**config.mk**
```make
export PLATFORM = sky130hd
export DESIGN_NAME = vram_arbiter_flat
export DESIGN_NICKNAME = d
export VERILOG_FILES = /design/src/rtl/vram_arbiter_pkg.sv /design/src/rtl/vram_arbiter_if.sv /design/src/rtl/vram_arbiter_pixel_shifter.sv /design/src/rtl/vram_arbiter.sv /design/src/flat_wrapper.sv
export SDC_FILE = /design/constraint.sdc
export NUM_CORES = 1
export LEC_CHECK = 0
export ABC_CLOCK_PERIOD_IN_PS = 2600
export BUFFER_PORTS_ARGS = -buffer_cell sky130_fd_sc_hd__buf_2
export CELL_PAD_IN_SITES_DETAIL_PLACEMENT = 1
export CELL_PAD_IN_SITES_GLOBAL_PLACEMENT = 1
export CORE_ASPECT_RATIO = 0.8
export CORE_MARGIN = 2
export CORE_UTILIZATION = 37
export CTS_CLUSTER_SIZE = 14
export DETAILED_ROUTE_END_ITERATION = 8
export PLACE_DENSITY_LB_ADDON = 0.1
export SKIP_CTS_REPAIR_TIMING = 1
export SYNTH_ARGS = -nofsm -noshare
export SYNTH_HDL_FRONTEND = slang
export SYNTH_HIERARCHICAL = 1
export SYNTH_SLANG_ARGS = --single-unit
```
**constraint.sdc**
```tcl
create_clock -name clk -period 2.6 [get_ports clk]
set_input_delay 0.13 -clock clk [delete_from_list [all_inputs] [get_ports clk]]
set_output_delay 0.13 -clock clk [all_outputs]
set_load 0.02 [all_outputs]
```
**src/rtl/vram_arbiter_pkg.sv**
```systemverilog
// vram_arbiter_pkg: shared defaults, FSM state encoding and slot phase
// constants for the video RAM arbiter.
package vram_arbiter_pkg;

  localparam int DEFAULT_BYTES_PER_LINE = 48;
  localparam int DEFAULT_ADDR_WIDTH     = 13;
  localparam int DEFAULT_BASE_ADDR      = 0;

  // Phases within each 8-clock group of an active line.
  localparam logic [2:0] VIDEO_PHASE   = 3'd0;  // video fetch slot
  localparam logic [2:0] CAPTURE_PHASE = 3'd1;  // RAM data of the fetch is valid
  localparam logic [2:0] LOAD_PHASE    = 3'd7;  // hand the byte to the shifter

  typedef enum logic {
    ST_IDLE = 1'b0,
    ST_LINE = 1'b1
  } state_t;

endpackage

```
**src/rtl/vram_arbiter_if.sv**
```systemverilog
// vram_arbiter_if: CPU req/ack bus plus the single-port video RAM bus.
// slave = arbiter side, master = CPU / RAM side.
interface vram_arbiter_if
  import vram_arbiter_pkg::*;
#(
  parameter int ADDR_WIDTH = DEFAULT_ADDR_WIDTH
) ();

  logic                  cpuReq;
  logic                  cpuWe;
  logic [ADDR_WIDTH-1:0] cpuAddr;
  logic [7:0]            cpuWdata;
  logic                  cpuAck;
  logic [7:0]            cpuRdata;

  logic                  memEn;
  logic                  memWe;
  logic [ADDR_WIDTH-1:0] memAddr;
  logic [7:0]            memWdata;
  logic [7:0]            memRdata;

  modport slave (
    input  cpuReq, cpuWe, cpuAddr, cpuWdata, memRdata,
    output cpuAck, cpuRdata, memEn, memWe, memAddr, memWdata
  );

  modport master (
    output cpuReq, cpuWe, cpuAddr, cpuWdata, memRdata,
    input  cpuAck, cpuRdata, memEn, memWe, memAddr, memWdata
  );

endinterface

```
**src/rtl/vram_arbiter_pixel_shifter.sv**
```systemverilog
// vram_arbiter_pixel_shifter (PixelShifter): 8-bit parallel-load register
// that shifts left every cycle, zero-filling; pixel is bit 7 (MSB first).
module vram_arbiter_pixel_shifter (
  input  logic       clk,
  input  logic       reset,
  input  logic       load,
  input  logic [7:0] data,
  output logic       pixel
);

  logic [7:0] shift;

  // Load a new byte or shift out one pixel per clock.
  always_ff @(posedge clk) begin
    // NOTE: non-blocking assignments for all clocked state so every register
    // samples pre-edge values regardless of statement order.
    if (reset)     shift <= '0;
    else if (load) shift <= data;
    else           shift <= {shift[6:0], 1'b0};
  end

  assign pixel = shift[7];

endmodule

```
**src/rtl/vram_arbiter.sv**
```systemverilog
// vram_arbiter: shares one single-port video RAM between CPU accesses and
// display scan-out (one fixed fetch slot per 8-clock group during a line),
// serialising fetched bytes into a 1-bit pixel stream.
// Optional feature: `VRAM_ARB_CONTENTION_COUNT_EN enables the CPU stall counter.
module vram_arbiter
  import vram_arbiter_pkg::*;
#(
  parameter int BYTES_PER_LINE = DEFAULT_BYTES_PER_LINE,
  parameter int ADDR_WIDTH     = DEFAULT_ADDR_WIDTH,
  parameter int BASE_ADDR      = DEFAULT_BASE_ADDR
) (
  input  logic                 clk,
  input  logic                 reset,
  input  logic                 frameStart,
  input  logic                 lineStart,
  vram_arbiter_if.slave        bus,
  output logic                 pixel,
  output logic [15:0]          contentionCount
);

  localparam int COUNT_WIDTH = $clog2(BYTES_PER_LINE + 1);
  localparam logic [ADDR_WIDTH-1:0]  BASE      = ADDR_WIDTH'(BASE_ADDR);
  localparam logic [COUNT_WIDTH-1:0] LINE_LAST = COUNT_WIDTH'(BYTES_PER_LINE);

  state_t                  state, state_next;
  logic [2:0]              phase;
  logic [COUNT_WIDTH-1:0]  byte_count;
  logic [ADDR_WIDTH-1:0]   vid_addr;
  logic [7:0]              hold;
  logic                    fetched;
  logic                    cpu_ack;
  logic                    video_slot;
  logic                    cpu_grant;
  logic                    shift_load;

  // Scan-out slot always wins; the CPU is granted any other cycle unless an
  // ack is already pending, which limits it to one access per 2 cycles.
  assign video_slot = (state == ST_LINE) && (phase == VIDEO_PHASE) &&
                      (byte_count < LINE_LAST);
  assign cpu_grant  = bus.cpuReq && !video_slot && !cpu_ack;
  assign shift_load = (state == ST_LINE) && (phase == LOAD_PHASE) && fetched;

  // State register.
  always_ff @(posedge clk) begin
    if (reset) state <= ST_IDLE;
    else       state <= state_next;
  end

  // Next-state logic: a line ends at the load phase of its last fetch group.
  always_comb begin
    // NOTE: default first so every path assigns state_next and no latch forms.
    state_next = state;
    case (state)
      ST_IDLE: if (lineStart) state_next = ST_LINE;
      ST_LINE: begin
        if (lineStart)
          state_next = ST_LINE;
        else if ((phase == LOAD_PHASE) && (byte_count == LINE_LAST))
          state_next = ST_IDLE;
      end
      default: state_next = ST_IDLE;
    endcase
  end

  // RAM port mux: video fetch, else CPU grant, else idle.
  always_comb begin
    bus.memEn    = 1'b0;
    bus.memWe    = 1'b0;
    bus.memAddr  = '0;
    bus.memWdata = '0;
    if (video_slot) begin
      bus.memEn   = 1'b1;
      bus.memAddr = vid_addr;
    end else if (cpu_grant) begin
      bus.memEn    = 1'b1;
      bus.memWe    = bus.cpuWe;
      bus.memAddr  = bus.cpuAddr;
      bus.memWdata = bus.cpuWdata;
    end
  end

  // Line sequencing, video address, holding register and CPU ack.
  always_ff @(posedge clk) begin
    if (reset) begin
      phase      <= '0;
      byte_count <= '0;
      vid_addr   <= BASE;
      hold       <= '0;
      fetched    <= 1'b0;
      cpu_ack    <= 1'b0;
    end else begin
      cpu_ack <= cpu_grant;

      if (lineStart) begin
        phase      <= '0;
        byte_count <= '0;
      end else if (state == ST_LINE) begin
        phase <= phase + 3'd1;
        if (video_slot) byte_count <= byte_count + COUNT_WIDTH'(1);
      end

      // frameStart has priority so a simultaneous lineStart fetches BASE first.
      if (frameStart)      vid_addr <= BASE;
      else if (video_slot) vid_addr <= vid_addr + ADDR_WIDTH'(1);

      if ((state == ST_LINE) && (phase == CAPTURE_PHASE)) hold    <= bus.memRdata;
      if ((state == ST_LINE) && (phase == VIDEO_PHASE))   fetched <= video_slot;
    end
  end

  // RAM read data arrives in the ack cycle, so it is passed straight through.
  assign bus.cpuAck   = cpu_ack;
  assign bus.cpuRdata = cpu_ack ? bus.memRdata : 8'h00;

  vram_arbiter_pixel_shifter u_shifter (
    .clk   (clk),
    .reset (reset),
    .load  (shift_load),
    .data  (hold),
    .pixel (pixel)
  );

`ifdef VRAM_ARB_CONTENTION_COUNT_EN
  logic [15:0] contention_q;

  // Saturating count of cycles a pending CPU request loses to a video slot.
  always_ff @(posedge clk) begin
    if (reset || frameStart)
      contention_q <= '0;
    else if (bus.cpuReq && video_slot && !cpu_ack && (contention_q != 16'hFFFF))
      contention_q <= contention_q + 16'd1;
  end

  assign contentionCount = contention_q;
`else
  assign contentionCount = 16'h0000;
`endif

endmodule

```
**src/flat_wrapper.sv**
```systemverilog
// flat-port wrapper written by rule: the top's interface ports become plain ports
module vram_arbiter_flat import vram_arbiter_pkg::*;
#(
  parameter int BYTES_PER_LINE = DEFAULT_BYTES_PER_LINE,
  parameter int ADDR_WIDTH     = DEFAULT_ADDR_WIDTH,
  parameter int BASE_ADDR      = DEFAULT_BASE_ADDR
)
  (clk, reset, frameStart, lineStart, pixel, contentionCount, bus_cpuReq, bus_cpuWe, bus_cpuAddr, bus_cpuWdata, bus_memRdata, bus_cpuAck, bus_cpuRdata, bus_memEn, bus_memWe, bus_memAddr, bus_memWdata);
  vram_arbiter_if #(.ADDR_WIDTH(ADDR_WIDTH)) bus_i ();
  input  logic clk;
  input  logic reset;
  input  logic frameStart;
  input  logic lineStart;
  output logic pixel;
  output logic [15:0] contentionCount;
  input wire logic [$bits(bus_i.cpuReq)-1:0] bus_cpuReq;
  input wire logic [$bits(bus_i.cpuWe)-1:0] bus_cpuWe;
  input wire logic [$bits(bus_i.cpuAddr)-1:0] bus_cpuAddr;
  input wire logic [$bits(bus_i.cpuWdata)-1:0] bus_cpuWdata;
  input wire logic [$bits(bus_i.memRdata)-1:0] bus_memRdata;
  output wire logic [$bits(bus_i.cpuAck)-1:0] bus_cpuAck;
  output wire logic [$bits(bus_i.cpuRdata)-1:0] bus_cpuRdata;
  output wire logic [$bits(bus_i.memEn)-1:0] bus_memEn;
  output wire logic [$bits(bus_i.memWe)-1:0] bus_memWe;
  output wire logic [$bits(bus_i.memAddr)-1:0] bus_memAddr;
  output wire logic [$bits(bus_i.memWdata)-1:0] bus_memWdata;
  assign bus_i.cpuReq = bus_cpuReq;
  assign bus_i.cpuWe = bus_cpuWe;
  assign bus_i.cpuAddr = bus_cpuAddr;
  assign bus_i.cpuWdata = bus_cpuWdata;
  assign bus_i.memRdata = bus_memRdata;
  assign bus_cpuAck = bus_i.cpuAck;
  assign bus_cpuRdata = bus_i.cpuRdata;
  assign bus_memEn = bus_i.memEn;
  assign bus_memWe = bus_i.memWe;
  assign bus_memAddr = bus_i.memAddr;
  assign bus_memWdata = bus_i.memWdata;
  vram_arbiter #(.BYTES_PER_LINE(BYTES_PER_LINE), .ADDR_WIDTH(ADDR_WIDTH), .BASE_ADDR(BASE_ADDR)) u_core (.clk(clk), .reset(reset), .frameStart(frameStart), .lineStart(lineStart), .bus(bus_i), .pixel(pixel), .contentionCount(contentionCount));
endmodule
```
### Word-level counts from Yosys, hierarchy flattened

Index checks and enable logic that the tools add are counted.

* $add $sub $neg: 3
* multiply operators: 0
* div/mod/pow operators: 0
* order comparisons: 1
* equality and inequality tests: 3
* shifts and indexed selects: 0
* muxes and demuxes: 14
* bitwise operators: 2
* reduce and logical (&&, ||, !) cells: 15

Operators by type and width (number)
* 2-to-1 mux 8 bit: 4
* 2-to-1 mux 13 bit: 2
* adder 13 x 1 -> 13 bit, second input constant: 1
* logical AND 1 bit: 8
* 2-to-1 mux 1 bit: 7
* adder 6 x 1 -> 6 bit, second input constant: 1
* equality test 6 bit, second input constant: 1
* < comparator 6 bit, second input constant: 1
* OR reduction 2 bit: 3
* adder 3 x 1 -> 3 bit, second input constant: 1
* equality test 3 x 1 -> 1 bit, second input constant: 1
* equality test 3 bit, second input constant: 1
* zero test 3 bit: 1
* zero test 1 bit: 2
* NOT 1 bit: 2
* one-hot mux 1 bit (2 select lines): 1
* AND reduction 2 bit: 1

* flip-flop bits (word level): 41
* latch bits: 0
* RAM bits: 0
* memory bits (read-only): 0
* input port bits: 35
* memories: 0

### Depth between registers and ports, before layout

* depth in word-level cells: 8
* gate-level depth with buffers: 8
* depth with buffers taken out: 6

### Cells and area by module

Netlist, hierarchy kept.

By module, submodules not included
* vram_arbiter: instances 1, cells an instance 238, area an instance 1891.8 um2
* vram_arbiter_pixel_shifter: instances 1, cells an instance 25, area an instance 282.8 um2

### Worst setup path before layout

OpenSTA, ideal clock, no wires.

* kind: register -> output
* start: register u_core.phase[0]
* end: output bus_memAddr[11]
* arrival time: 1581 ps
* required time: 2470 ps
* slack: 889 ps
* cell stages (with the launch flop): 9
* path buffers: 2
* path through: dfxtp_1 inv_1 ha_1 and3b_1 buf_6 nand2_1 clkbuf_1 nand3_1 nand2_1

* cells in the longest elaborated chain, start to end: 8

RTL lines
* start, declared: line vram_arbiter.sv:26 `logic [2:0] phase;`
* start signal, assigned: line vram_arbiter.sv:98 `phase <= phase + 3'd1;`
* zero test 3 bit (*): line vram_arbiter.sv:38 `assign video_slot = (state == ST_LINE) && (phase == VIDEO_PHASE) &&`
* logical AND 1 bit (*) (2 in a row): line vram_arbiter.sv:38
* zero test 1 bit: line vram_arbiter.sv:40 `assign cpu_grant = bus.cpuReq && !video_slot && !cpu_ack;`
* logical AND 1 bit (2 in a row): line vram_arbiter.sv:40
* 2-to-1 mux 13 bit: line vram_arbiter.sv:74 `end else if (cpu_grant) begin`
* 2-to-1 mux 13 bit (*): line vram_arbiter.sv:71 `if (video_slot) begin`
* end, declared: line flat_wrapper.sv:25 `output wire logic [$bits(bus_i.memAddr)-1:0] bus_memAddr;`

Every way passes the cells marked *; elsewhere a longest branch is shown, timed or not.

### Worst setup path after layout

* start: register u_core.phase[0]
* end: output bus_memWdata[6]

* cells in the longest elaborated chain, start to end: 8

RTL lines
* zero test 3 bit (*): line vram_arbiter.sv:38
* logical AND 1 bit (*) (2 in a row): line vram_arbiter.sv:38
* zero test 1 bit: line vram_arbiter.sv:40
* logical AND 1 bit (2 in a row): line vram_arbiter.sv:40
* 2-to-1 mux 8 bit: line vram_arbiter.sv:74
* 2-to-1 mux 8 bit (*): line vram_arbiter.sv:71
* end, declared: line flat_wrapper.sv:26 `output wire logic [$bits(bus_i.memWdata)-1:0] bus_memWdata;`

Marks and branches as above.

==> flow_summary.yaml <==
status:
  status: "finished clean"
synthesis:
  syn_area_um2: 2170
  synthFlopType: "dfxtp_1"
  yosys_register_bits: 41
  synthArstFlopShare_pct: 0
  avgSynthCellArea_um2: 8.27
  synth_common_cells: "dfxtp_1, nand2_1, nor2_1"
  synthCells: 263
  yosysMostFrequentCell: "dfxtp_1"
  ys_types: 38
  ys_seq_area_share_pct: 37.7
  ys_warn_count: 6
  yosys.area.top_type: "dfxtp_1"
  synthTopCellsByArea: "dfxtp_1, mux2i_1, nand2_1"
  synth_edf_count: 0
  synth_top_area_share_pct: 37.7
layout:
  diodes: 0
  final_area_um2: 2610
  layout-drive-gt1-share_pct: 26.9
  area_delta_synth_final_pct: 19.8
  n_fill_cell: 707
  nNetsFinal: 368
global_route:
  grt_usage_pct: 15.9
  grt_max_degree: 25
  grt_pass1_vias: 1813
  antenna_found_initial: 0
  grt_pass1_wl_mm: 8.47
  overflow: 0
timing:
  fin_crit_ps: 2130
  fmax_mhz: 469
  fin_setup_tns_ps: 0
  worst_pin_slew_ps: 629
  fin_skew_ps: 10.8
  finalHoldViolCount: 0
  setup_viol: 0
  min_period_over_period_pct: 82.0
  slew_headroom_pct: 58.0
  final_max_slew_viol_count: 0
  rsz0062_at_grt: "no"
  hold_slack_ps: 60.5
flow_run:
  maxCapViolations: 0
power:
  combPwrFrac_pct: 14.6
  p_int_w: 0.00102
  p_leak_nw: 1.26
  power_switching_w: 0.000348
  power.density_nw_per_um2: 525
  seq_power_share_pct: 47.2
  p_clk_share_pct: 38.2
  peakVddDrop_uv: 192
  netSwitchingFraction_pct: 25.5
placed_design:
  placed_cell_area_um2: 2490
  io_buffers: 67
  place_congestion: 0.772
  place_hpwl_mm: 3.95
detailed_routing:
  dr.pass1.iters: 4
  drt_iter0_markers: 36
  detail_route.wl_per_cell_um: 12.6
  vias_per_cell: 4.68
  drtAntennaViolNets: 0
  vias: 1895
  routed_wirelength_mm: 5.10
  drc: 0
floorplanning:
  die_y_um: 72.6
  num_rows: 24
  dieArea_um2: 6510
  chipWidth_um: 89.7
  core-area_um2: 5560
  io_pins: 84
  initial_core_util_pct: 39.1
clocking:
  cts_made_buffers: 5
  clock_latency_ps: 290
  clock_sinks: 41
  ctsRootBufferMaster: "clkbuf_8"
  clock_path_buffers: 2
  clkSlewWorstSetupHoldPaths_ps: 80
  cts_tree: "yes"
  cts.htree.levels: 2
critical_path:
  worstPathRequired_ps: 2470
  cp-startpoint: "u_core/phase[0]$_SDFFE_PP0P_"
  start_kind: "flop"
  end_kind: "primary output"
  cp_max_fo: 19
  reg2reg_from: "u_core/vid_addr[0]$_SDFFE_PP0P_"
  critPathKind: "flop to primary output"
  cp_data_arrival_time_ps: 2000
worst_hold_path:
  hold_start: "lineStart"
  min_path_type: "input port to flop"
final timing paths:
kind | to | slack, ps | cells past startpoint
setup / recovery | bus_memWdata[6] | 470 | 7
hold / removal | u_core/state$_SDFF_PP0_ | 60 | 3
setup reg to reg | u_core/vid_addr[10]$_SDFFE_PP0P_ | 750 | 5
hold reg to reg | u_core/u_shifter/shift[2]$_SDFF_PP0_ | 470 | 2
metrics by stage:
stage / std cells / utilization [%] / total power, W / worst slack [ps]
global placement: 397 / 44.8 / 0.000861 / 732
CTS: 405 / 46.9 / 0.00139 / 412
floorplan: 278 / - / 0.000812 / 889
global route: 405 / 46.9 / 0.00144 / 272
finish: 405 / 46.9 / 0.00137 / 467
detailed placement: 397 / 44.8 / 0.000863 / 743
power by group through the flow:
stage | Sequential (W) | Clock [W] | Combinational (W)
2_1_floorplan | 0.000657 | 0 | 0.000155
3_3_place_gp | 0.000660 | 0 | 0.000201
3_5_place_dp | 0.000661 | 0 | 0.000202
4_1_cts | 0.000646 | 0.000537 | 0.000203
5_1_grt | 0.000647 | 0.000568 | 0.000220
6_report | 0.000646 | 0.000522 | 0.000200
per-layer routing:
metal	share of wire (%)	GRT usage, %	vias up
li1	-	-	970
met1	51	22.4	879
met2	44	25.1	44
met3	4.2	2.89	2
met4	0.67	5.13	0
met5	0	0	-
critical path: stages, from the launching register on:
cell and delay, ps:
dfxtp_1 410, inv_1 60, ha_1 200, and3b_1 180
nand2_1 240, buf_4 290, and3_1 180, buf_2 160
area by class of cell:
class	count	area, um2	area share [%]
Multi-Input combinational cell	203	1190	45.7
Inverter	4	15.0	0.576
Sequential cell	41	821	31.5
Tap cell	78	97.6	3.75
Clock buffer	7	86.3	3.31
Timing Repair Buffer	71	365	14.0
Clock inverter	1	30.0	1.15
logic make-up after synthesis:
family / Yosys count / synth area share, %
flops: 41 / 37.7
other cells: 1 / 0.172
compound gates: 17 / 4.32
mux: 17 / 7.82
simple gates: 134 / 31.0
buf+inv: 34 / 10.1
fa+ha+maj: 7 / 4.03
xor+xnor: 12 / 4.83
cell usage in the layout (no fill, tap or decap), types with 2 or more instances in the layout:
cell type and instances:
a21oi_1 9, buf_4 4, clkbuf_8 6, buf_2 67, nand4_1 4, conb_1 16
nand3b_1 2, dfxtp_1 41, or4_1 2, xor2_1 6, mux2i_1 17, o31ai_1 2
inv_1 4, or3_1 3, or2_2 3, and2_1 10, and3_1 9, nand3_1 19
xnor2_1 6, ha_1 7, o21ai_0 4, nand2_1 37, nor2_1 33, nor3_1 2
state kept, by name (all words and copies together), names as in the netlist:
name / flops
u_core/bus.cpuAck: 1
u_core/u_shifter/shift: 8
u_core/fetched: 1
u_core/phase: 3
u_core/byte_count: 6
u_core/vid_addr: 13
u_core/hold: 8
u_core/state: 1
Power figures use the tool's default switching activity.
